## src/rtl/braille_cell_driver.sv

```systemverilog
// Queues ASCII letters from the classifier and presents each as a held 6-dot Braille cell.
// Optional blank gap between cells is compiled in with `define BRAILLE_CELL_GAP_EN.
module braille_cell_driver #(
  parameter int HOLD_CYCLES = 100_000_000,
  parameter int GAP_CYCLES  = 10_000_000,
  parameter int FIFO_DEPTH  = 4
) (
  input  logic       clk,
  input  logic       reset,
  input  logic       i_valid,
  input  logic [7:0] i_alpha,
  output logic       o_ready,
  output logic [5:0] o_dots,
  output logic       o_dots_valid,
  output logic       o_busy,
  output logic       o_overflow,
  output logic       o_bad_char
);

`ifdef BRAILLE_CELL_GAP_EN
  localparam int MAX_CYCLES = (GAP_CYCLES > HOLD_CYCLES) ? GAP_CYCLES : HOLD_CYCLES;
`else
  localparam int MAX_CYCLES = HOLD_CYCLES;
`endif
  localparam int CW = $clog2(MAX_CYCLES + 1);
  localparam int AW = $clog2(FIFO_DEPTH);
  localparam logic [CW-1:0] HOLD_LOAD = CW'(HOLD_CYCLES - 1);
`ifdef BRAILLE_CELL_GAP_EN
  localparam logic [CW-1:0] GAP_LOAD = CW'(GAP_CYCLES - 1);
`endif
  localparam logic [AW:0] FULL_COUNT = (AW + 1)'(FIFO_DEPTH);

  if (HOLD_CYCLES < 1 || GAP_CYCLES < 1) begin : g_bad_cycles
    $error("HOLD_CYCLES and GAP_CYCLES must be >= 1");
  end
  if (FIFO_DEPTH < 2 || (FIFO_DEPTH & (FIFO_DEPTH - 1)) != 0) begin : g_bad_depth
    $error("FIFO_DEPTH must be a power of two >= 2");
  end

  typedef enum logic [1:0] {IDLE, HOLD, GAP} state_t;

  function automatic logic [5:0] a_to_j(input logic [3:0] n);
    case (n)
      4'd0:    return 6'b000001;
      4'd1:    return 6'b000011;
      4'd2:    return 6'b001001;
      4'd3:    return 6'b011001;
      4'd4:    return 6'b010001;
      4'd5:    return 6'b001011;
      4'd6:    return 6'b011011;
      4'd7:    return 6'b010011;
      4'd8:    return 6'b001010;
      default: return 6'b011010;
    endcase
  endfunction

  // Returns {bad, dots}; upper/lower case folded by clearing bit 5.
  function automatic logic [6:0] decode(input logic [7:0] c);
    logic [7:0] u;
    logic [4:0] idx;
    u = c & 8'hDF;
    if (u < 8'h41 || u > 8'h5A) return 7'b1_000000;
    idx = 5'(u - 8'h41);
    if (idx < 5'd10) return {1'b0, a_to_j(idx[3:0])};
    if (idx < 5'd20) return {1'b0, a_to_j(4'(idx - 5'd10)) | 6'b000100};
    case (idx)
      5'd20:   return 7'b0_100101;
      5'd21:   return 7'b0_100111;
      5'd22:   return 7'b0_111010;
      5'd23:   return 7'b0_101101;
      5'd24:   return 7'b0_111101;
      default: return 7'b0_110101;
    endcase
  endfunction

  logic [7:0]    mem [FIFO_DEPTH];
  logic [AW-1:0] wr_ptr, rd_ptr;
  logic [AW:0]   count;
  state_t        state, state_nx;
  logic [CW-1:0] cnt, cnt_nx;
  logic [5:0]    dots_nx;
  logic          dots_valid_nx, bad_nx, pop, load;
  logic          push, nonempty, cnt_zero;
  logic [6:0]    head_dec;

  assign o_ready  = (count != FULL_COUNT);
  assign push     = i_valid && o_ready;
  assign nonempty = (count != '0);
  assign cnt_zero = (cnt == '0);
  assign head_dec = decode(mem[rd_ptr]);
  assign o_busy   = (state != IDLE) || nonempty;

  always_ff @(posedge clk) begin
    if (push) mem[wr_ptr] <= i_alpha;
  end

  always_ff @(posedge clk or posedge reset) begin
    if (reset) begin
      state        <= IDLE;
      cnt          <= '0;
      o_dots       <= '0;
      o_dots_valid <= 1'b0;
      o_bad_char   <= 1'b0;
      o_overflow   <= 1'b0;
      wr_ptr       <= '0;
      rd_ptr       <= '0;
      count        <= '0;
    end else begin
      state        <= state_nx;
      cnt          <= cnt_nx;
      o_dots       <= dots_nx;
      o_dots_valid <= dots_valid_nx;
      o_bad_char   <= bad_nx;
      o_overflow   <= o_overflow | (i_valid & ~o_ready);
      if (push) wr_ptr <= wr_ptr + 1'b1;
      if (pop)  rd_ptr <= rd_ptr + 1'b1;
      case ({push, pop})
        2'b10:   count <= count + 1'b1;
        2'b01:   count <= count - 1'b1;
        default: count <= count;
      endcase
    end
  end

  always_comb begin
    state_nx = state;
    case (state)
      IDLE: if (nonempty) state_nx = HOLD;
      HOLD: if (cnt_zero) begin
`ifdef BRAILLE_CELL_GAP_EN
        state_nx = GAP;
`else
        if (!nonempty) state_nx = IDLE;
`endif
      end
`ifdef BRAILLE_CELL_GAP_EN
      GAP:  if (cnt_zero) state_nx = nonempty ? HOLD : IDLE;
`endif
      default: state_nx = IDLE;
    endcase
  end

  // A "load" pops the head, decodes it and restarts the hold count in one edge.
  always_comb begin
    load          = 1'b0;
    cnt_nx        = cnt;
    dots_nx       = o_dots;
    dots_valid_nx = o_dots_valid;
    case (state)
      IDLE: load = nonempty;
      HOLD: begin
        if (!cnt_zero) begin
          cnt_nx = cnt - 1'b1;
        end else begin
`ifdef BRAILLE_CELL_GAP_EN
          dots_nx       = '0;
          dots_valid_nx = 1'b0;
          cnt_nx        = GAP_LOAD;
`else
          if (nonempty) begin
            load = 1'b1;
          end else begin
            dots_nx       = '0;
            dots_valid_nx = 1'b0;
          end
`endif
        end
      end
`ifdef BRAILLE_CELL_GAP_EN
      GAP: begin
        if (!cnt_zero) cnt_nx = cnt - 1'b1;
        else           load   = nonempty;
      end
`endif
      default: begin
        dots_nx       = '0;
        dots_valid_nx = 1'b0;
      end
    endcase
    pop    = load;
    bad_nx = o_bad_char | (load & head_dec[6]);
    if (load) begin
      dots_nx       = head_dec[5:0];
      dots_valid_nx = 1'b1;
      cnt_nx        = HOLD_LOAD;
    end
  end

endmodule

```

## config.mk

```make
export PLATFORM = sky130hd
export DESIGN_NAME = braille_cell_driver
export DESIGN_NICKNAME = d
export VERILOG_FILES = /design/src/rtl/braille_cell_driver.sv
export SDC_FILE = /design/constraint.sdc
export NUM_CORES = 1
export LEC_CHECK = 0
export BUFFER_PORTS_ARGS = -buffer_cell sky130_fd_sc_hd__buf_2
export CORE_AREA = 2 2 73 110
export CTS_BUF_LIST = sky130_fd_sc_hd__clkbuf_2 sky130_fd_sc_hd__clkbuf_4 sky130_fd_sc_hd__clkbuf_8
export DETAILED_ROUTE_END_ITERATION = 12
export DIE_AREA = 0 0 75 112
export PLACE_DENSITY = 0.65
export SLEW_MARGIN = 20
export SYNTH_ARGS = -nofsm -noshare
export SYNTH_HDL_FRONTEND = slang
export SYNTH_SLANG_ARGS = --single-unit
```

## constraint.sdc

```tcl
create_clock -name clk -period 4.3 [get_ports clk]
set_input_delay 0.215 -clock clk [delete_from_list [all_inputs] [get_ports clk]]
set_output_delay 0.215 -clock clk [all_outputs]
set_load 0.05 [all_outputs]
```

Word level (Yosys, flattened, before mapping)
Memory sizes are Yosys's and may differ from the RTL's. Index checks and enable logic that the tools add are counted.

Register bits: 45. Output and inout port bits: 11. Bits in writable memories: 32. ROM bits: 128. Word-level logic and storage cells: 90. Memories: 3. Bits of input ports: 11.

Reduce and logical (&&, ||, !) cells: 12. Order comparisons: 4. Eq/ne operators: 16. Bitwise gates (word level): 5. $add $sub $neg: 7. Multiplexer cells: 34.

Memories: (no name shown) (words 16, bits a word 4, read ports 1, clocked after Yosys merged registers in 0, write ports 0, line 43) `case (n)`; (no name shown) (words 16, bits a word 4, read ports 1, clocked after Yosys merged registers in 0, write ports 0, line 43); mem (words 4, bits a word 8, read ports 1, clocked after Yosys merged registers in 0, write ports 1, line 76) `logic [7:0] mem [FIFO_DEPTH];`.

Operators by type and width (count): $mux W27 (3); $mux W7 (6); $logic_not A27 Y1 (1); $sub A27 B1 Y27 const B (1); $eq A5 B5 Y1 const B (5); $pmux W5 S5 (1); $mux W6 (3); $mux W1 (13); $pmux W6 S2 (1); $ne A2 B2 Y1 const B (5); $ne A3 B3 Y1 const B (3); $gt A8 B7 Y1 const B (1); $lt A8 B7 Y1 const B (1); $mux W2 (3); $pmux W3 S2 (1); $reduce_and A3 Y1 (2); $reduce_bool A2 Y1 (3); $lt A5 B4 Y1 const B (1); $lt A5 B5 Y1 const B (1); $sub A5 B1 Y5 const B (1); $add A2 B1 Y2 const B (2); $eq A2 B1 Y1 const B (2); $pmux W1 S2 (2); $pmux W2 S2 (1); other kinds (12) (15).

Longest topological paths before layout
Gate-level depths: netlist (run 1). An unclocked memory read counts as a cell.

Depth after elaboration: 12. Mapped depth: 14. Depth with buffers taken out: 13.

Worst setup path after synthesis (run 1)
Ideal clock, no wire load.

Path type: register to register. From: register rd_ptr[0]. To: register o_dots[4]. Arrival time: 3196 ps. Stages on the path, launching flop included: 13. Setup slack: 977 ps. Path buffers: 2. Required time: 4173 ps. Setup time: 127 ps. Clock period less this slack: 3323 ps. Cell sequence: dfrtp_1 > buf_2 > mux4_2 > clkbuf_1 > inv_1 > ha_1 > xnor2_1 > inv_1 > ha_1 > or3b_2 > o32a_1 > a31oi_1 > o21ai_1.

Word-level cells in the longest chain between the ends: 10. Elaborated cells on any way between the ends: 28. Those cells by class: 2 x add/sub; 4 x order compare; 5 x eq/ne; 13 x mux; 1 x reduce/logical; 3 x memory.

RTL lines: start, declared (line 77) `logic [AW-1:0] wr_ptr, rd_ptr;`; start signal, assigned (line 116) `if (pop) rd_ptr <= rd_ptr + 1'b1;`; $mem_v2 Z4 W8 (*); branches (longest 7 deep; another with $sub A5 B1 Y5); $mux W7 (*) (line 63) `idx = 5'(u - 8'h41);`; $mux W6 (*) (line 182) `if (load) begin`; end signal, assigned (line 111) `o_dots <= dots_nx;`; end, declared (line 13) `output logic [5:0] o_dots,`.

Mark *: on every way between the ends. The select of a mux whose other input is x is not followed. A chain may end at the register's enable or synchronous reset.

Worst setup path in the final report (run 1)
Ends and elaborated chain as after synthesis.

==> results_dict.tcl, run 1 <==
set metrics [dict create \
    viasPerCell 5.71 \
    synth_area_leader_cell "dfrtp_1" \
    avgSynthCellArea_um2 11.3 \
    clk_pin_slew_worst_paths_ps 80 \
    design.die.area_um2 8400 \
    layout.cells.non_filler 463 \
    cap_violations 0 \
    vias 2646 \
    synth.distinct_cells 61 \
    synth_xor_area_share_pct 3.70 \
    intPower_mw 1.24 \
    cts_resized 0 \
    ios 22 \
    rrSetupSlack_ps 790 \
    netlist_area_um2 3790 \
    skew_ps 10.0 \
    r2r_end "o_dots[4]" \
    p_per_area_nw_per_um2 429 \
    drt-wirelength-per-cell_um 15.3 \
    power_mw 1.79 \
    synth.area.top_cells "dfrtp_1 29%, edfxtp_1 22%, ha_1 4.6%" \
    status "complete, no violations" \
    slew_headroom_pct 38.1 \
    tritoncts "done" \
    dieHeight_um 112 \
    syn_inst 334 \
    final_common_cell "dfrtp_1" \
    grt_usage_pct 18.8 \
    grt_antenna_before_repair 0 \
    ys_warn_count 0 \
    synthSimpleGateAreaFrac_pct 17.2 \
    setup_viol 0 \
    worstPathMaxFanout 16 \
    worstSetupPathType "register to register" \
    finalWeightedCongestion 0.903 \
    grt_overflow_total 0 \
    peakVddDrop_v 0.000373 \
    fin_crit_sh_pct 81.5 \
    clockPowerShare_pct 29.7 \
    pwr-share-seq_pct 47.2 \
    fin_util_pct 56.0 \
    critPathCaptureType "register" \
    area.growth.synth_to_final_pct 10.4 \
    p_sw_share_pct 30.7 \
    grt_first_pass_wirelength_mm 12.0 \
    critPathCapture "o_dots[4]" \
    dp.cells 447 \
    hold_class "input port to asynchronous set/reset pin" \
    htreeDepth 3 \
    tns_ps 0 \
    grt_pass1_vias 2577 \
    p_switching_mw 0.551 \
    finalMaxSlewViolations 0 \
    coreArea_um2 7470 \
    synth_fa_ha_area_share_pct 5.15 \
    final_cell_mix "44 x dfrtp_1, 28 x edfxtp_1, 27 x nor2_1, 20 x nand2_1, 20 x buf_2" \
    dp_hpwl_mm 5.06 \
    period_minus_slack_ps 3510 \
    power_leakage_nw 1.56 \
    clk_latency_ps 340 \
    cts_setup_buffers 0 \
    drt_iter0_drc 208 \
    firstDrtPassIters 4 \
    drt-total-wl_mm 7.09 \
    cts_buffer_depth 2 \
    worstSetupStartpoint "rd_ptr[0]" \
    cpPeakStageDelay_ps 530 \
    crit_chain "mux4_2 -> inv_1 -> ha_1 -> xnor2_1 -> inv_1 -> ha_1 -> or3b_2 -> o32a_1 -> a31oi_1 -> o21ai_1" \
    async_flop_share_pct 61.1 \
    grt_setup_unrepaired "no" \
    root_buffer "clkbuf_8" \
    reg2regPathDepth 10 \
    cts.sinks 72 \
    hold_ws_ps 60.2 \
    syn_nets 360 \
    synth_compound_area_share_pct 11.7 \
    synthFlopType "dfrtp_1" \
    synth_mux_area_share_pct 7.83 \
    num_rows 39 \
    tightest_slew_ps 927 \
    synth_seq_cells 72 \
    hold_buffers 0 \
    fmax_mhz 285 \
    reg2reg_from "rd_ptr[0]" \
    hold_viol 0 \
    ys_seq_area_share_pct 51.3 \
    grt_max_degree 45 \
    die_w_um 75 \
    io_buffers 20 \
    diodes 0 \
    synth-edff-count 28 \
    layout-drive-gt1-share_pct 17.2 \
    initial_utilization_pct 50.7 \
    yosysTopAreaCellShare_pct 29.1 \
    fill_cells 663 \
    slowest_stage "mux4_2" \
    layout.nets 382 \
    cp.arrival_ps 3740 \
    start_kind "register" \
    drc 0 \
    combPwrFrac_pct 23.1 \
    synth_top_family_by_area "simple AND/OR/NAND/NOR gates" \
    cts_buffers 9 \
    crit_required_ps 4530 \
    ant_nets 0 \
]
[stage by stage]
step | cell area, um2 | worst slack [ps]
finish | 4180 | 795
global placement | 3980 | 830
detailed placement | 3980 | 818
global route | 4180 | 455
floorplan | 3790 | 977
CTS | 4180 | 802
[final cells by class]
cell class	count	area, um2	area share (%)
tap	102	128	3.05
inverter	14	52.6	1.26
timing repair buffer	24	130	3.11
clock buffer	11	145	3.47
clock inverter	5	56.3	1.35
sequential	72	1940	46.4
multi-input combinational	235	1730	41.3
[state kept, by name, indices dropped and copies added, names as in the netlist, 2 cells and up]
name,cells
cnt,27
wr_ptr,2
count,3
o_dots,6
mem,28
rd_ptr,2
[synth_stat cells (7+ instances only)]
cell type / count
ha_1: 14
dfrtp_1: 44
nand2_1: 20
o21ai_0: 14
clkbuf_1: 8
or3_1: 7
nor4_1: 7
a21oi_1: 9
edfxtp_1: 28
mux2i_1: 15
xnor2_1: 11
inv_1: 13
nor3_1: 19
nor2_1: 27
[kinds of logic (layout without fill, tap and decap cells)]
logic type      after synthesis  after routing
compound gates               63             63
mux                          22             22
xor+xnor                     16             16
simple gates                119            119
buf+inv                      27             54
fa+ha+maj                    15             15
flops                        72             72
[worst max-delay path, delay by kind of cell, from the launching register on]
kind	cells	cell delay (ps)
mux	1	530
flops	1	410
fa+ha+maj	2	620
buf+inv	2	400
compound gates	3	440
xor+xnor	1	510
simple gates	1	470
[power groups by stage]
| stage | clock network (mW) | logic (mW) | registers, mW |
|---|---|---|---|
| finish | 0.533 | 0.414 | 0.847 |
| floorplan | 0 | 0.313 | 0.864 |
| CTS | 0.551 | 0.419 | 0.846 |
| global placement | 0 | 0.409 | 0.856 |
| global route | 0.576 | 0.460 | 0.856 |
| detailed placement | 0 | 0.419 | 0.861 |
[layer usage]
metal  routed length [um]  global-route usage [%]  vias up  share of wire (%)
li1                     -                       -     1295                  -
met1                 3130                    23.6     1299                 44
met2                 3690                    30.6       45                 52
met3                  171                    4.16        7                2.4
met4                   93                    7.74        0                1.3
met5                    0                       0        -                  0
[worst min path at each step]
stage,endpoint,cells after the start
2_1_floorplan,mem[0][0],0
3_3_place_gp,mem[2][3],1
3_5_place_dp,mem[3][3],1
4_1_cts,mem[3][3],1
5_1_grt,mem[1][6],1
6_report,wr_ptr[1],2
(Power assumes the default switching activity.)
==> run 2, diff against run 1 <==
--- a/config.mk
+++ b/config.mk
@@ -5,11 +5,12 @@
 export SDC_FILE = /design/constraint.sdc
 export NUM_CORES = 1
 export LEC_CHECK = 0
+export ABC_AREA = 1
 export BUFFER_PORTS_ARGS = -buffer_cell sky130_fd_sc_hd__buf_2
-export CORE_AREA = 2 2 73 110
+export CORE_AREA = 2 2 74 111
 export CTS_BUF_LIST = sky130_fd_sc_hd__clkbuf_2 sky130_fd_sc_hd__clkbuf_4 sky130_fd_sc_hd__clkbuf_8
 export DETAILED_ROUTE_END_ITERATION = 12
-export DIE_AREA = 0 0 75 112
+export DIE_AREA = 0 0 76 113
 export PLACE_DENSITY = 0.65
 export SLEW_MARGIN = 20
 export SYNTH_ARGS = -nofsm -noshare
==> constraint.sdc (replaced) <==
create_clock -name clk -period 3.3 [get_ports clk]
set_input_delay 0.165 -clock clk [delete_from_list [all_inputs] [get_ports clk]]
set_output_delay 0.165 -clock clk [all_outputs]
set_load 0.05 [all_outputs]
==> run 2 against run 1 <==
  * Fmax rose by 33%
  * First-iteration DRC count fell by 52%
  * Synthesized area rose by 1.6%
  * Combinational power rose to 3.5 times the previous value
  * Sequential share of layout area fell by 0.55 points
  * Cell count rose by 23%
  * Total power rose by 88%
  * Flip-flop and latch count did not move
  * Highest routed layer unchanged
==> results_dict.tcl, run 2 <==
set metrics [dict create \
    status "complete, no violations" \
    root_buffer "clkbuf_8" \
    met2_usage_pct 33.7 \
    cts_buffers 9 \
    slew_headroom_pct 39.7 \
    rrSetupSlack_ps 670 \
    layout.nets 487 \
    hold_viol 0 \
    tns_ps 0 \
    viasPerCell 5.08 \
    firstDrtPassIters 4 \
    io_buffers 20 \
    drt-total-wl_mm 7.17 \
    setup_viol 0 \
    tritoncts "done" \
    crit_required_ps 3530 \
    cts_setup_buffers 0 \
    synth.area.top_cells "dfrtp_1 29%, edfxtp_1 22%, nand2_1 9.1%" \
    use_met1_pct 19.3 \
    hold_class "input port to asynchronous set/reset pin" \
    critPathCapture "o_dots[4]" \
    syn_inst 432 \
    r2r_end "o_dots[4]" \
    cts.sinks 72 \
    worstSetupStartpoint "rd_ptr[1]" \
    num_rows 39 \
    worstPathMaxFanout 9 \
    reg_top3 "mem x28, cnt x27, o_dots x6" \
    finalWeightedCongestion 0.886 \
    busiest_layer "met2" \
    pwr-share-seq_pct 38.9 \
    peakVddDrop_v 0.000471 \
    drt-wirelength-per-cell_um 12.6 \
    critPathCaptureType "register" \
    tightest_slew_ps 903 \
    drc 0 \
    netlist_area_um2 3850 \
    combPwrFrac_pct 42.9 \
    cap_violations 0 \
    design.die.area_um2 8590 \
    largest_register_ffs 28 \
    cts_resized 0 \
    ios 22 \
    synth-edff-count 28 \
    ys_seq_area_share_pct 50.5 \
    reg2reg_from "rd_ptr[1]" \
    start_kind "register" \
    layout-drive-gt1-share_pct 17.4 \
    clk_latency_ps 340 \
    period_minus_slack_ps 2630 \
    final_common_cell "nand2_1" \
    cts_buffer_depth 2 \
    initial_utilization_pct 50.9 \
    syn_nets 458 \
    grt_overflow_total 0 \
    synth_area_leader_cell "dfrtp_1" \
    cp.arrival_ps 2860 \
    synth.top_cells.by_count "93 x nand2_1, 47 x inv_1, 47 x nor2_1, 44 x dfrtp_1, 28 x edfxtp_1" \
    hold_buffers 0 \
    clk_pin_slew_worst_paths_ps 70 \
    synth_seq_cells 72 \
    p_switching_mw 1.46 \
    coreArea_um2 7560 \
    final_cell_mix "93 x nand2_1, 47 x nor2_1, 46 x inv_1, 44 x dfrtp_1, 28 x edfxtp_1" \
    p_per_area_nw_per_um2 795 \
    area.growth.synth_to_final_pct 10.0 \
    die_w_um 76 \
    dp_hpwl_mm 5.18 \
    finalMaxSlewViolations 0 \
    grt_usage_pct 18.3 \
    vias 2884 \
    skew_ps 6.62 \
    diodes 0 \
    power_leakage_nw 1.93 \
    fmax_mhz 380 \
    ys_warn_count 0 \
    grt_antenna_before_repair 0 \
    async_flop_share_pct 61.1 \
    drt_iter0_drc 99 \
    avgSynthCellArea_um2 8.91 \
    grt_max_degree 45 \
    intPower_mw 1.91 \
    p_sw_share_pct 43.4 \
    ant_nets 0 \
    synthFlopType "dfrtp_1" \
    fin_area_um2 4230 \
    htreeDepth 3 \
    grtUsageMet3_pct 4.86 \
    yosysTopAreaCellShare_pct 28.6 \
    reg2regPathDepth 15 \
    synth.distinct_cells 45 \
    fin_crit_sh_pct 79.7 \
    dieHeight_um 113 \
    clockPowerShare_pct 18.2 \
    grt_pass1_vias 2794 \
    placed_area_um2 4040 \
    grt_setup_unrepaired "no" \
    grt_first_pass_wirelength_mm 12.4 \
    top_register "mem" \
    worstSetupPathType "register to register" \
    yosysMostFrequentCell "nand2_1" \
]
==> run 2: cell types whose count changed after synthesis, moves of 11 or more <==
cell,change
inv_1,+34
nand3_1,+21
nor2_1,+20
nand2_1,+73
nand2_2,+12
o21ai_0,+11
mux2i_1,-13
==> run 2: cell type report <==
cell class | instances | area [um2]
Inverter | 55 | 215
Clock inverter | 6 | 45.0
Tap cell | 102 | 128
Multi-Input combinational cell | 299 | 1640
Clock buffer | 10 | 131
Timing Repair Buffer | 24 | 135
Sequential cell | 72 | 1940
Fill cell | 696 | 3330
==> run 2: worst min-delay path by stage <==
| stage | from | endpoint | slack (ps) | depth (start not counted) |
|---|---|---|---|---|
| 6_report | reset | cnt[4] | 10 | 2 |
| 5_1_grt | i_alpha[0] | mem[2][0] | 10 | 1 |
| 4_1_cts | i_alpha[6] | mem[3][6] | 5 | 1 |
| 3_5_place_dp | i_alpha[6] | mem[3][6] | 380 | 1 |
| 3_3_place_gp | i_alpha[3] | mem[2][3] | 380 | 1 |
| 2_1_floorplan | i_alpha[0] | mem[0][0] | 260 | 0 |
==> run 2: routing by layer <==
metal / up-vias / wire length, um
met5: - / 0
met3: 9 / 169
li1: 1486 / -
met4: 0 / 112
met1: 1360 / 3070
met2: 29 / 3820
==> run 2: worst max-delay path, cell delays in order, from the launching register on <==
cell	delay, ps
dfrtp_1	550
inv_4	170
nand3_1	100
nand2_2	190
ha_1	240
inv_1	50
nand2_1	70
nand2_2	120
ha_1	310
or2_2	300
o21ai_1	150
nand2_1	60
nand2_1	60
nand2_1	40
nand2_1	60
nand2_1	50
==> run 2: metrics by stage <==
step | utilization (%) | power (mW) | setup slack (ps) | instances | hold slack (ps)
2_1_floorplan | - | 2.47 | 842 | 432 | 264
3_3_place_gp | 53.4 | 2.75 | 695 | 550 | 377
3_5_place_dp | 53.4 | 2.77 | 689 | 550 | 384
4_1_cts | 55.7 | 3.40 | 675 | 566 | 5.33
5_1_grt | 56.0 | 3.67 | 469 | 568 | 11.1
6_report | 56.0 | 3.37 | 670 | 568 | 11.4
==> run 2: cells by family after synthesis <==
logic type                 share of synthesized area, %
DFF                                                50.5
muxes                                             0.520
and+or+nand+nor                                    27.3
buffers and inverters                              6.99
AOI/OAI and AO/OA                                  8.75
adders and majority gates                          5.07
xor gates and xnor gates                          0.911
==> run 2: power groups by stage <==
stage          sequential, mW  clock [mW]  combinational [mW]
6_report                 1.31       0.612                1.44
3_3_place_gp             1.32           0                1.43
5_1_grt                  1.33       0.681                1.66
3_5_place_dp             1.33           0                1.45
4_1_cts                  1.31       0.636                1.45
2_1_floorplan            1.35           0                1.11
==> run 3, diff against run 2 <==
--- a/config.mk
+++ b/config.mk
@@ -11,7 +11,7 @@
 export CTS_BUF_LIST = sky130_fd_sc_hd__clkbuf_2 sky130_fd_sc_hd__clkbuf_4 sky130_fd_sc_hd__clkbuf_8
 export DETAILED_ROUTE_END_ITERATION = 12
 export DIE_AREA = 0 0 76 113
-export PLACE_DENSITY = 0.65
+export PLACE_DENSITY = 0.68
 export SLEW_MARGIN = 20
 export SYNTH_ARGS = -nofsm -noshare
 export SYNTH_HDL_FRONTEND = slang
==> constraint.sdc (replaced) <==
create_clock -name clk -period 2.3 [get_ports clk]
set_input_delay 0.115 -clock clk [delete_from_list [all_inputs] [get_ports clk]]
set_output_delay 0.115 -clock clk [all_outputs]
set_load 0.05 [all_outputs]
==> run 3 against run 2 <==
  * Utilization is 10 points higher
  * Final area is 18% higher
  * Hold slack better by 9.6 ps
  * First-iteration DRC count is 36% higher
  * Via count is 8.4% higher
  * Clock power is 88% higher
  * Cell count is 12% higher
  * Non-clock buffer count is 66 higher
  * Flip-flop and latch count stayed put
  * Global-route usage is 1.6 points higher
  * Critical endpoint is now count[2]
==> results_dict.tcl, run 3 (synthesis results as in run 2) <==
set metrics [dict create \
    status "complete, no violations" \
    tightest_slew_ps 557 \
    skew_ps 10.6 \
    peakVddDrop_v 0.000851 \
    crit_cells 12 \
    design.die.area_um2 8590 \
    drt-wirelength-per-cell_um 12.6 \
    coreArea_um2 7560 \
    htreeDepth 3 \
    cp.arrival_ps 2490 \
    ant_nets 0 \
    num_rows 39 \
    slew_headroom_pct 62.8 \
    worstSetupPathType "register to register" \
    layout-drive-gt1-share_pct 31.8 \
    critical-path-top-delay-family "simple AND/OR/NAND/NOR gates" \
    holdPathStages 3 \
    largest_register_ffs 28 \
    root_buffer "clkbuf_8" \
    io_buffers 20 \
    drc 0 \
    cts_buffers 9 \
    dieHeight_um 113 \
    cp_num_buf_inv 2 \
    start_kind "register" \
    period_minus_slack_ps 2260 \
    register_area_um2 1940 \
    setup_viol 0 \
    viasPerCell 4.93 \
    power_leakage_nw 2.31 \
    hold_class "input port to register" \
    fill_cells 621 \
    cap_violations 0 \
    critPathCaptureType "register" \
    multiInputGateArea_um2 1780 \
    ios 22 \
    fin_ws_ps 43.1 \
    crit_chain "or2_4 -> nor2_4 -> nand4_4 -> o21ai_4 -> inv_4 -> nor2_8 -> ha_4 -> inv_4 -> fa_2 -> a21oi_2 -> o21ai_1 -> xnor2_1" \
    drt-total-wl_mm 7.98 \
    reg2regPathDepth 12 \
    crit_top_cell "inv_4" \
    vias 3127 \
    area.growth.synth_to_final_pct 29.8 \
    firstDrtPassIters 4 \
    cts_buffer_depth 2 \
    hold_viol 0 \
    fin_crit_sh_pct 98.1 \
    grt_antenna_before_repair 0 \
    power_mw 5.97 \
    hold_start "i_valid" \
    grt_usage_pct 19.8 \
    fin_util_pct 66.0 \
    reg_top3 "mem x28, cnt x27, o_dots x6" \
    grt_pass1_vias 3160 \
    reg2reg_from "cnt[21]" \
    grt_overflow_total 0 \
    grt_max_degree 45 \
    die_w_um 76 \
    top_register "mem" \
    cpPeakStageDelay_ps 390 \
    initial_utilization_pct 50.9 \
    slowest_stage "dfrtp_1" \
    drt_iter0_drc 135 \
    fmax_mhz 443 \
    placed_area_um2 4380 \
    fin_area_um2 4990 \
    clk_latency_ps 350 \
    tritoncts "done" \
    tns_ps 0 \
    final_cell_mix "88 x nand2_1, 54 x buf_4, 42 x dfrtp_1, 41 x nor2_1, 40 x inv_1" \
    cts.sinks 72 \
    p_per_area_nw_per_um2 1200 \
    pre_cts_ws_ps -134 \
    clk_pin_slew_worst_paths_ps 80 \
    worstPathMaxFanout 3 \
    finalMaxSlewViolations 0 \
    worstSetupStartpoint "cnt[21]" \
    crit_required_ps 2530 \
    finalWeightedCongestion 0.823 \
    layout.nets 553 \
    diodes 0 \
    final_common_cell "nand2_1" \
    grt_setup_unrepaired "yes" \
    grt_first_pass_wirelength_mm 13.5 \
    dp_hpwl_mm 5.63 \
]
-- run 3: changes by cell type in the layout (fill, tap and decap cells not counted), moves of 6 or more --
cell / previous run / this run
nor2_1: 47 / 41
buf_6: 0 / 8
inv_1: 46 / 40
buf_4: 2 / 54
nand2_4: 2 / 9
dlygate4sd3_1: 2 / 8
-- run 3: layout make-up --
type                    count  share of cell area (%)
clock buffers              13                    3.33
clock inverters             3                    1.30
inverters                  55                    4.64
multi-input cells         299                    35.7
flip-flops and latches     72                    38.9
well taps                 102                    2.56
repair buffers             90                    13.5
-- run 3: worst register-to-register path, cell delays in order (launching register included) --
cell and delay, ps:
dfrtp_1 390, or2_4 270, nor2_4 150, nand4_4 110
o21ai_4 200, inv_4 70, nor2_8 130, ha_4 150
inv_4 40, fa_2 340, a21oi_2 110, o21ai_1 80
xnor2_1 130
-- run 3: timing repair --
action / in CTS / in global routing
endpoints found under the setup margin: 5 / 19
endpoints found under the hold margin: 69 / 0
cloned: 0 / 0
gates resized for setup: 11 / 40
pin swaps: 7 / 17
hold buffers: 8 / 0
buffers inserted: 4 / 13
-- run 3: stage by stage --
stage | std cells | hold slack [ps]
after global placement | 594 | 276
after detailed placement | 594 | 286
after floorplan | 432 | 214
final | 634 | 21.0
after global routing | 634 | 43.2
after CTS | 622 | 10.9
-- run 3: layer usage --
| layer | share of wire, % | track usage, % | up-vias | routed length (um) |
|---|---|---|---|---|
| li1 | - | - | 1613 | - |
| met1 | 41 | 21.2 | 1453 | 3240 |
| met2 | 54 | 37.2 | 44 | 4310 |
| met3 | 2.7 | 4.07 | 17 | 212 |
| met4 | 2.7 | 9.58 | 0 | 217 |
| met5 | 0 | 0 | - | 0 |
-- run 3: final timing paths --
check                              to  slack (ps)
min reg2reg                o_overflow         480
max reg2reg                  count[2]          40
max in group asynchronous   rd_ptr[1]        1450
max                          count[2]          40
min in group asynchronous   wr_ptr[0]         440
min                        o_overflow          20
-- run 3: report_power, final --
part	internal, mW	switching [mW]
clock	0.693	0.452
sequential	1.66	0.216
combinational	1.25	1.69
